File: config.mk
export PLATFORM = sky130hd
export DESIGN_NAME = load_store_unit
export DESIGN_NICKNAME = d
export VERILOG_FILES = /design/src/rtl/load_store_unit_pkg.sv /design/src/rtl/load_store_unit_load_align.sv /design/src/rtl/load_store_unit.sv
export SDC_FILE = /design/constraint.sdc
export NUM_CORES = 1
export LEC_CHECK = 0
export CORE_MARGIN = 4
export CORE_UTILIZATION = 35
export CTS_BUF_LIST = sky130_fd_sc_hd__clkbuf_8 sky130_fd_sc_hd__clkbuf_16
export DETAILED_ROUTE_END_ITERATION = 16
export GPL_ROUTABILITY_DRIVEN = 0
export PLACE_DENSITY = 0.67
export SYNTH_ARGS = -nofsm -noshare
export SYNTH_HDL_FRONTEND = slang
export SYNTH_HIERARCHICAL = 1
export SYNTH_SLANG_ARGS = --single-unit
File: constraint.sdc
create_clock -name clk -period 1.9 [get_ports clk]
set_input_delay 0.57 -clock clk [delete_from_list [all_inputs] [get_ports clk]]
set_output_delay 0.57 -clock clk [all_outputs]
set_load 0.03 [all_outputs]
File: src/rtl/load_store_unit_pkg.sv
// rtl/load_store_unit_pkg.sv - shared encodings for the load/store unit
package load_store_unit_pkg;

    typedef enum logic [1:0] {
        LSU_SIZE_BYTE = 2'b00,
        LSU_SIZE_HALF = 2'b01,
        LSU_SIZE_WORD = 2'b10
    } lsu_size_e;

    typedef enum logic [1:0] {
        LSU_IDLE = 2'b00,
        LSU_BUSY = 2'b01,
        LSU_RESP = 2'b10
    } lsu_state_e;

endpackage

File: src/rtl/load_store_unit_load_align.sv
// rtl/load_store_unit_load_align.sv - load lane select with sign/zero extension
module lsu_load_align
    import load_store_unit_pkg::*;
(
    input  logic [31:0] word_i,
    input  logic [1:0]  offset_i,
    input  logic [1:0]  size_i,
    input  logic        unsigned_i,
    output logic [31:0] data_o
);

    logic [31:0] shifted;
    logic [15:0] half;

    always_comb begin
        shifted = word_i >> {offset_i, 3'b000};
        half    = offset_i[1] ? word_i[31:16] : word_i[15:0];
        case (size_i)
            LSU_SIZE_BYTE: data_o = {{24{shifted[7] & ~unsigned_i}}, shifted[7:0]};
            LSU_SIZE_HALF: data_o = {{16{half[15] & ~unsigned_i}}, half};
            default:       data_o = word_i;
        endcase
    end

endmodule

File: src/rtl/load_store_unit.sv
// rtl/load_store_unit.sv - req/ack memory-access stage; LSU_TIMEOUT_EN adds a bus timeout
module load_store_unit
    import load_store_unit_pkg::*;
#(
    parameter int TIMEOUT_CYCLES = 255
) (
    input  logic        clk,
    input  logic        rst,
    input  logic        reqValid,
    input  logic        reqWrite,
    input  logic [1:0]  reqSize,
    input  logic        reqUnsigned,
    input  logic [31:0] aluResult,
    input  logic [31:0] storeData,
    output logic        stall,
    output logic [31:0] loadData,
    output logic        loadValid,
    output logic        misaligned,
    output logic        busError,
    output logic        memReq,
    output logic        memWe,
    output logic [31:0] memAddr,
    output logic [3:0]  memBe,
    output logic [31:0] memWdata,
    input  logic [31:0] memRdata,
    input  logic        memAck
);

    lsu_state_e  state_q;
    logic        load_valid_q, misaligned_q, mem_req_q, mem_we_q;
    logic [31:0] load_data_q, mem_addr_q, mem_wdata_q;
    logic [3:0]  mem_be_q;
    logic [1:0]  off_q, size_q;
    logic        uns_q;

    logic        legal_d;
    logic [3:0]  be_d;
    logic [31:0] wdata_d;
    logic [31:0] aligned;

    always_comb begin
        legal_d = 1'b0;
        be_d    = 4'b0000;
        wdata_d = storeData;
        case (reqSize)
            LSU_SIZE_BYTE: begin
                legal_d = 1'b1;
                be_d    = 4'b0001 << aluResult[1:0];
                wdata_d = {4{storeData[7:0]}};
            end
            LSU_SIZE_HALF: begin
                legal_d = ~aluResult[0];
                be_d    = aluResult[1] ? 4'b1100 : 4'b0011;
                wdata_d = {2{storeData[15:0]}};
            end
            LSU_SIZE_WORD: begin
                legal_d = (aluResult[1:0] == 2'b00);
                be_d    = 4'b1111;
            end
            default: legal_d = 1'b0;
        endcase
    end

    lsu_load_align u_align (
        .word_i     (memRdata),
        .offset_i   (off_q),
        .size_i     (size_q),
        .unsigned_i (uns_q),
        .data_o     (aligned)
    );

`ifdef LSU_TIMEOUT_EN
    localparam int CW = $clog2(TIMEOUT_CYCLES + 1);
    logic [CW-1:0] cnt_q;
    logic          bus_error_q;
`endif

    always_ff @(posedge clk) begin
        if (rst) begin
            state_q      <= LSU_IDLE;
            load_valid_q <= 1'b0;
            misaligned_q <= 1'b0;
            mem_req_q    <= 1'b0;
            mem_we_q     <= 1'b0;
            load_data_q  <= '0;
            mem_addr_q   <= '0;
            mem_wdata_q  <= '0;
            mem_be_q     <= '0;
            off_q        <= '0;
            size_q       <= '0;
            uns_q        <= 1'b0;
`ifdef LSU_TIMEOUT_EN
            cnt_q        <= '0;
            bus_error_q  <= 1'b0;
`endif
        end else begin
            load_valid_q <= 1'b0;
            misaligned_q <= 1'b0;
`ifdef LSU_TIMEOUT_EN
            bus_error_q  <= 1'b0;
`endif
            case (state_q)
                LSU_IDLE: begin
                    if (reqValid && legal_d) begin
                        mem_req_q   <= 1'b1;
                        mem_we_q    <= reqWrite;
                        mem_addr_q  <= {aluResult[31:2], 2'b00};
                        mem_be_q    <= be_d;
                        mem_wdata_q <= wdata_d;
                        off_q       <= aluResult[1:0];
                        size_q      <= reqSize;
                        uns_q       <= reqUnsigned;
`ifdef LSU_TIMEOUT_EN
                        cnt_q       <= '0;
`endif
                        state_q     <= LSU_BUSY;
                    end else if (reqValid) begin
                        misaligned_q <= 1'b1;
                    end
                end
                LSU_BUSY: begin
                    // An ack on the terminal timeout cycle takes precedence.
                    if (memAck) begin
                        mem_req_q <= 1'b0;
                        mem_we_q  <= 1'b0;
                        if (mem_we_q) begin
                            state_q <= LSU_IDLE;
                        end else begin
                            load_data_q  <= aligned;
                            load_valid_q <= 1'b1;
                            state_q      <= LSU_RESP;
                        end
                    end
`ifdef LSU_TIMEOUT_EN
                    else if (cnt_q == CW'(TIMEOUT_CYCLES - 1)) begin
                        mem_req_q   <= 1'b0;
                        mem_we_q    <= 1'b0;
                        bus_error_q <= 1'b1;
                        state_q     <= LSU_IDLE;
                    end else begin
                        cnt_q <= cnt_q + 1'b1;
                    end
`endif
                end
                LSU_RESP: state_q <= LSU_IDLE;
                default:  state_q <= LSU_IDLE;
            endcase
        end
    end

`ifdef LSU_TIMEOUT_EN
    assign busError = bus_error_q;
`else
    logic unused_timeout;
    assign unused_timeout = (TIMEOUT_CYCLES != 0);
    assign busError       = 1'b0;
`endif

    assign stall      = (state_q == LSU_BUSY) ||
                        (state_q == LSU_IDLE && reqValid && legal_d);
    assign loadData   = load_data_q;
    assign loadValid  = load_valid_q;
    assign misaligned = misaligned_q;
    assign memReq     = mem_req_q;
    assign memWe      = mem_we_q;
    assign memAddr    = mem_addr_q;
    assign memBe      = mem_be_q;
    assign memWdata   = mem_wdata_q;

endmodule

======== Word-level counts from Yosys, hierarchy flattened ========
Index checks and enable logic that the tools add are counted.
word-level totals
  register bits after elaboration ......... 109
  bits of input ports ..................... 104
cells by class
  equality and inequality tests ........... 6
  shift operators ......................... 2
  muxes and demuxes ....................... 17
  bitwise operators ....................... 8
  reduce and logical (&&, ||, !) cells .... 15
operators by type and width
  kind                   number
  $pmux W32 S2           2
  $shr A32 B5 Y8         1
  $mux W16               1
  $pmux W4 S3            1
  $logic_not A2 Y1       4
  $eq A2 B1 Y1 const B   3
  $mux W2                3
  $not A1 Y1             6
  $reduce_and A3 Y1      2
  $reduce_or A3 Y1       2
  $mux W1                5
  $mux W4                1
  $ne A2 B2 Y1 const B   2
  $pmux W1 S2            2
  $pmux W2 S2            1
  $reduce_and A2 Y1      2
  $shl A1 B2 Y4 const A  1
  $logic_and A1 B1 Y1    3
  $pmux W1 S3            1
  $and A1 B1 Y1          2
  $eq A2 B2 Y1 const B   1
  $reduce_bool A2 Y1     1
  $logic_or A1 B1 Y1     1

======== Logic depth before layout (Yosys ltp) ========
  depth after elaboration ................. 5
  mapped depth ............................ 7
  gate-level depth less buffers ........... 5

======== Cells and area by module ========
The synthesis kept the hierarchy.
by module, submodules not included
  module           times used  cells each  area each (sq um)  sequential area each (sq um)
  load_store_unit  1           525         4221.5             2182.1
  lsu_load_align   1           93          709.4              0.0

======== Worst setup path before layout ========
Ideal clock, no wire load.
  path type ............................... in2out
  from .................................... in aluResult[1]
  to ...................................... out stall
  data arrival time ....................... 1.494 ns
  required time ........................... 1.330 ns
  slack ................................... -0.164 ns
  cell stages on the path ................. 3
  path buffers ............................ 0
  path through ............................ nor3_2 > o21ai_0 > a21oi_1
on the way
  longest elaborated chain between the ends .. 4
ends and longest elaborated chain
  what                 line                    text
  start: declaration   load_store_unit.sv:13   input logic [31:0] aluResult,
  $logic_not A2 Y1     load_store_unit.sv:57   legal_d = (aluResult[1:0] == 2'b00);
  $pmux W1 S3          load_store_unit.sv:45   case (reqSize)
  $logic_and A1 B1 Y1  load_store_unit.sv:160  (state_q == LSU_IDLE && reqValid && legal_d);
  $logic_or A1 B1 Y1   load_store_unit.sv:159  assign stall = (state_q == LSU_BUSY) ||
  end: declaration     load_store_unit.sv:15   output logic stall,
No other way between the ends.

======== Worst setup path after layout ========
  from .................................... in aluResult[0]
  to ...................................... out stall
on the way
  longest elaborated chain between the ends .. 4
  elaborated cells on any way between the ends .. 5
  those cells by class .................... 1 x mux; 1 x bitwise; 3 x reduce/logical
ends and longest elaborated chain
  what                                                   line
  $logic_not A2 Y1 / $not A1 Y1 (equally long branches)  load_store_unit.sv:57, load_store_unit.sv:52
  $pmux W1 S3 (*)                                        load_store_unit.sv:45
  $logic_and A1 B1 Y1 (*)                                load_store_unit.sv:160
  $logic_or A1 B1 Y1 (*)                                 load_store_unit.sv:159
Every way passes the cells marked *; elsewhere a longest branch is shown, timed or not.

==> impl_metrics.csv <==
group,metric,value,unit
routing,drcViolationCount,0,
layout,post-route-util,54.4,%
setup_path,crit_chain,"buf_8 -> buf_6 -> nor3_4 -> o21ai_2 -> a21oi_2 -> buf_12",
routing,avgRoutedWirePerCell,15.6,um
die,fp.dieH,127,um
global_route,antenna_found_initial,0,
placed_design,pre_cts_ws,-0.620,ns
routing,met3_length,1470,um
global_route,grt_pass1_vias,5022,
setup_path,crit_type,"in2out",
layout,drive_gt1_share,12.5,%
setup_path,arrival,1.36,ns
sta,max_freq,518,MHz
run_status,status,"finished, violations left",
synthesis,async_flop_share,0,%
synthesis,synth_cell_types,38,
setup_path,cp_slowest_cell,"a21oi_2",
setup_path,crit_fanout,2,
sta,slew_violations,0,
global_route,grt_pass1_wl,25100,um
sta,setup_violations,1,
synthesis,yosys_warnings,6,
routing,drtPass1Iterations,5,
die,ios,210,
routing,ant_nets,0,
synthesis,synth_area,4930,um^2
synthesis,ys.flop_type,"dfxtp_1",
global_route,grt_max_degree,40,
die,initial_utilization,35.7,%
setup_path,crit_start,"aluResult[0]",
layout,ff_latch_area,2180,um^2
clocking,htreeDepth,3,
die,dieArea,16100,um^2
min_path,hp-start,"loadData[22]",
die,fp.dieW,127,um
job,drv_cap,0,
clocking,tritoncts_num_sinks,109,
power_and_ir_drop,p_per_area,755,nW/um^2
setup_path,crit_family,"buffers and inverters",
setup_path,endpoint_kind,"output pin",
sta,min_period,1.93,ns
routing,drt-met1-wl,6760,um
power_and_ir_drop,max-vdd-ir-drop,362,uV
placed_design,dp_hpwl,11900,um
setup_path,r2r_start,"off_q[1]",
setup_path,start_kind,"primary input",
sta,rsz0062_at_grt,"true",
clocking,cts.path.max_buffers,2,
clocking,postCtsHoldBufs,0,
placed_design,port_buffers,206,
layout,area_delta_synth_final,52.6,%
global_route,grt-ovfl-total,0,
die,core,13800,um^2
power_and_ir_drop,power,5.68,mW
clocking,numCtsBuffers,9,
routing,routed.top_layer,"met4",
routing,wl,15800,um
layout,fin_nets,932,
synthesis,synthCells,618,
power_and_ir_drop,leakagePower,3.19,nW
synthesis,ys_ff_latch,109,
layout,num_antenna_cells,0,
run_status,violations,"setup timing",
setup_path,max_stage_delay,0.18,ns
routing,via_count,5071,
clocking,clock_latency,0.35,ns
die,rows,43,
clocking,clk_pin_slew_worst_paths,0.07,ns
sta,fin_ws,-0.0303,ns
sta,slew_headroom,60.5,%
setup_path,required,1.33,ns
synthesis,synth.avg_cell_area,7.98,um^2
synthesis,ys_seq_area_share,44.3,%
synthesis,synth_edf_count,0,
layout,multi_input_comb_area,2470,um^2
routing,wl_met2,7290,um
routing,viasPerCell,5.01,
sta,tightest_slew,0.591,ns
sta,finalHoldViolCount,0,
setup_path,path_buf_inv,3,
sta,timing.final.crit_share,102,%
setup_path,r2r_slack,0.28,ns
global_route,grt_usage,19.3,%
sta,skew,0.00910,ns
routing,drtIter0Drc,373,
layout,fillers,1317,
min_path,hold_class,"reg2reg",
clocking,clock-root-buffer,"clkbuf_16",
clocking,cts_tree,"done",
==> synth_stat cells, types with 2 or more instances <==
cell type,count,area share (%)
nor3_1,2,0.20
nor2b_1,2,0.25
dfxtp_1,109,44
mux2i_1,25,5.1
nand3b_1,5,0.76
buf_6,7,1.6
clkbuf_1,19,1.4
nand3_1,2,0.20
o221a_2,8,1.8
inv_1,2,0.15
a211oi_1,2,0.30
a21oi_1,89,9.0
a311oi_1,8,1.4
o21ai_0,31,3.1
buf_4,9,1.4
nand2_1,208,16
a22o_1,8,1.4
nor3b_1,2,0.30
nor2_1,24,1.8
a211oi_2,6,1.5
buf_2,16,1.6
o21ai_2,11,2.0
a221o_1,8,1.6
==> worst min-delay path, delay by kind of cell (launching register included) <==
family | cells | cell delay (ns)
DFF | 1 | 0.31
and+or+nand+nor | 1 | 0.05
AOI/OAI and AO/OA | 1 | 0.05
==> state kept, by name, summed over array words and instances (netlist names) <==
| signal | cells |
|---|---|
| loadValid | 1 |
| size_q | 2 |
| memWe | 1 |
| state_q | 2 |
| memReq | 1 |
| memAddr | 30 |
| memBe | 4 |
| off_q | 2 |
| uns_q | 1 |
| loadData | 32 |
| misaligned | 1 |
| memWdata | 32 |
==> logic make-up (layout without fill, tap and decap cells) <==
kind of cell,Yosys count,count (layout),share of synthesized area (%)
buf+inv,55,267,6.37
simple gates,251,251,20.5
flops,109,109,44.3
mux,28,28,6.06
compound gates,174,174,22.8
other cells,1,3,0.0760
==> through the flow <==
step,TNS [ns],hold WS (ns),instances,area (um^2)
2_1_floorplan,0,0.432,620,4950
3_3_place_gp,-26.12,0.442,995,7320
3_5_place_dp,-30.37,0.446,995,7320
4_1_cts,-0.0997,0.453,1011,7510
5_1_grt,-0.0869,0.468,1012,7520
6_report,-0.0303,0.452,1012,7520
==> per-layer routing <==
metal,GRT usage [%],vias up
met1,23.6,2352
met4,6.44,0
li1,-,2516
met5,0,-
met2,31.8,187
met3,6.65,16
==> layout make-up <==
class	count	share of cell area, %
Clock buffer	11	3.36
Multi-Input combinational cell	456	32.9
Timing Repair Buffer	249	31.0
Tap cell	180	2.99
Clock inverter	4	0.632
Inverter	3	0.150
Sequential cell	109	29.0
==> power breakdown <==
group          internal, mW  switching (mW)  leakage (nW)  total (mW)
clock network          1.08           0.828         0.147        1.91
registers              2.40          0.0629         0.888        2.46
logic                 0.583           0.724          2.16        1.31
==> final timing paths <==
check	to	cells after the start
setup / recovery	stall	6
hold / removal	loadData[22]	2
setup reg to reg	loadData[6]	7
hold reg to reg	loadData[22]	2
==> repair_timing <==
item,in CTS,in global routing
pin swaps,3,3
gates resized for setup,120,6
setup endpoints to repair,128,11
setup buffers,1,1
==> placed cells by master, fill, tap and decap left out, types with 8 or more instances in the layout <==
master,count
a21oi_1,87
a221o_1,8
a22o_1,8
a311oi_1,8
buf_4,39
clkbuf_16,9
clkdlybuf4s50_1,95
dfxtp_1,109
dlygate4sd2_1,102
mux2i_1,25
nand2_1,208
nor2_1,23
o21ai_0,29
o21ai_2,11
o221a_2,8
Note: power is estimated with default switching activity, not from simulation.
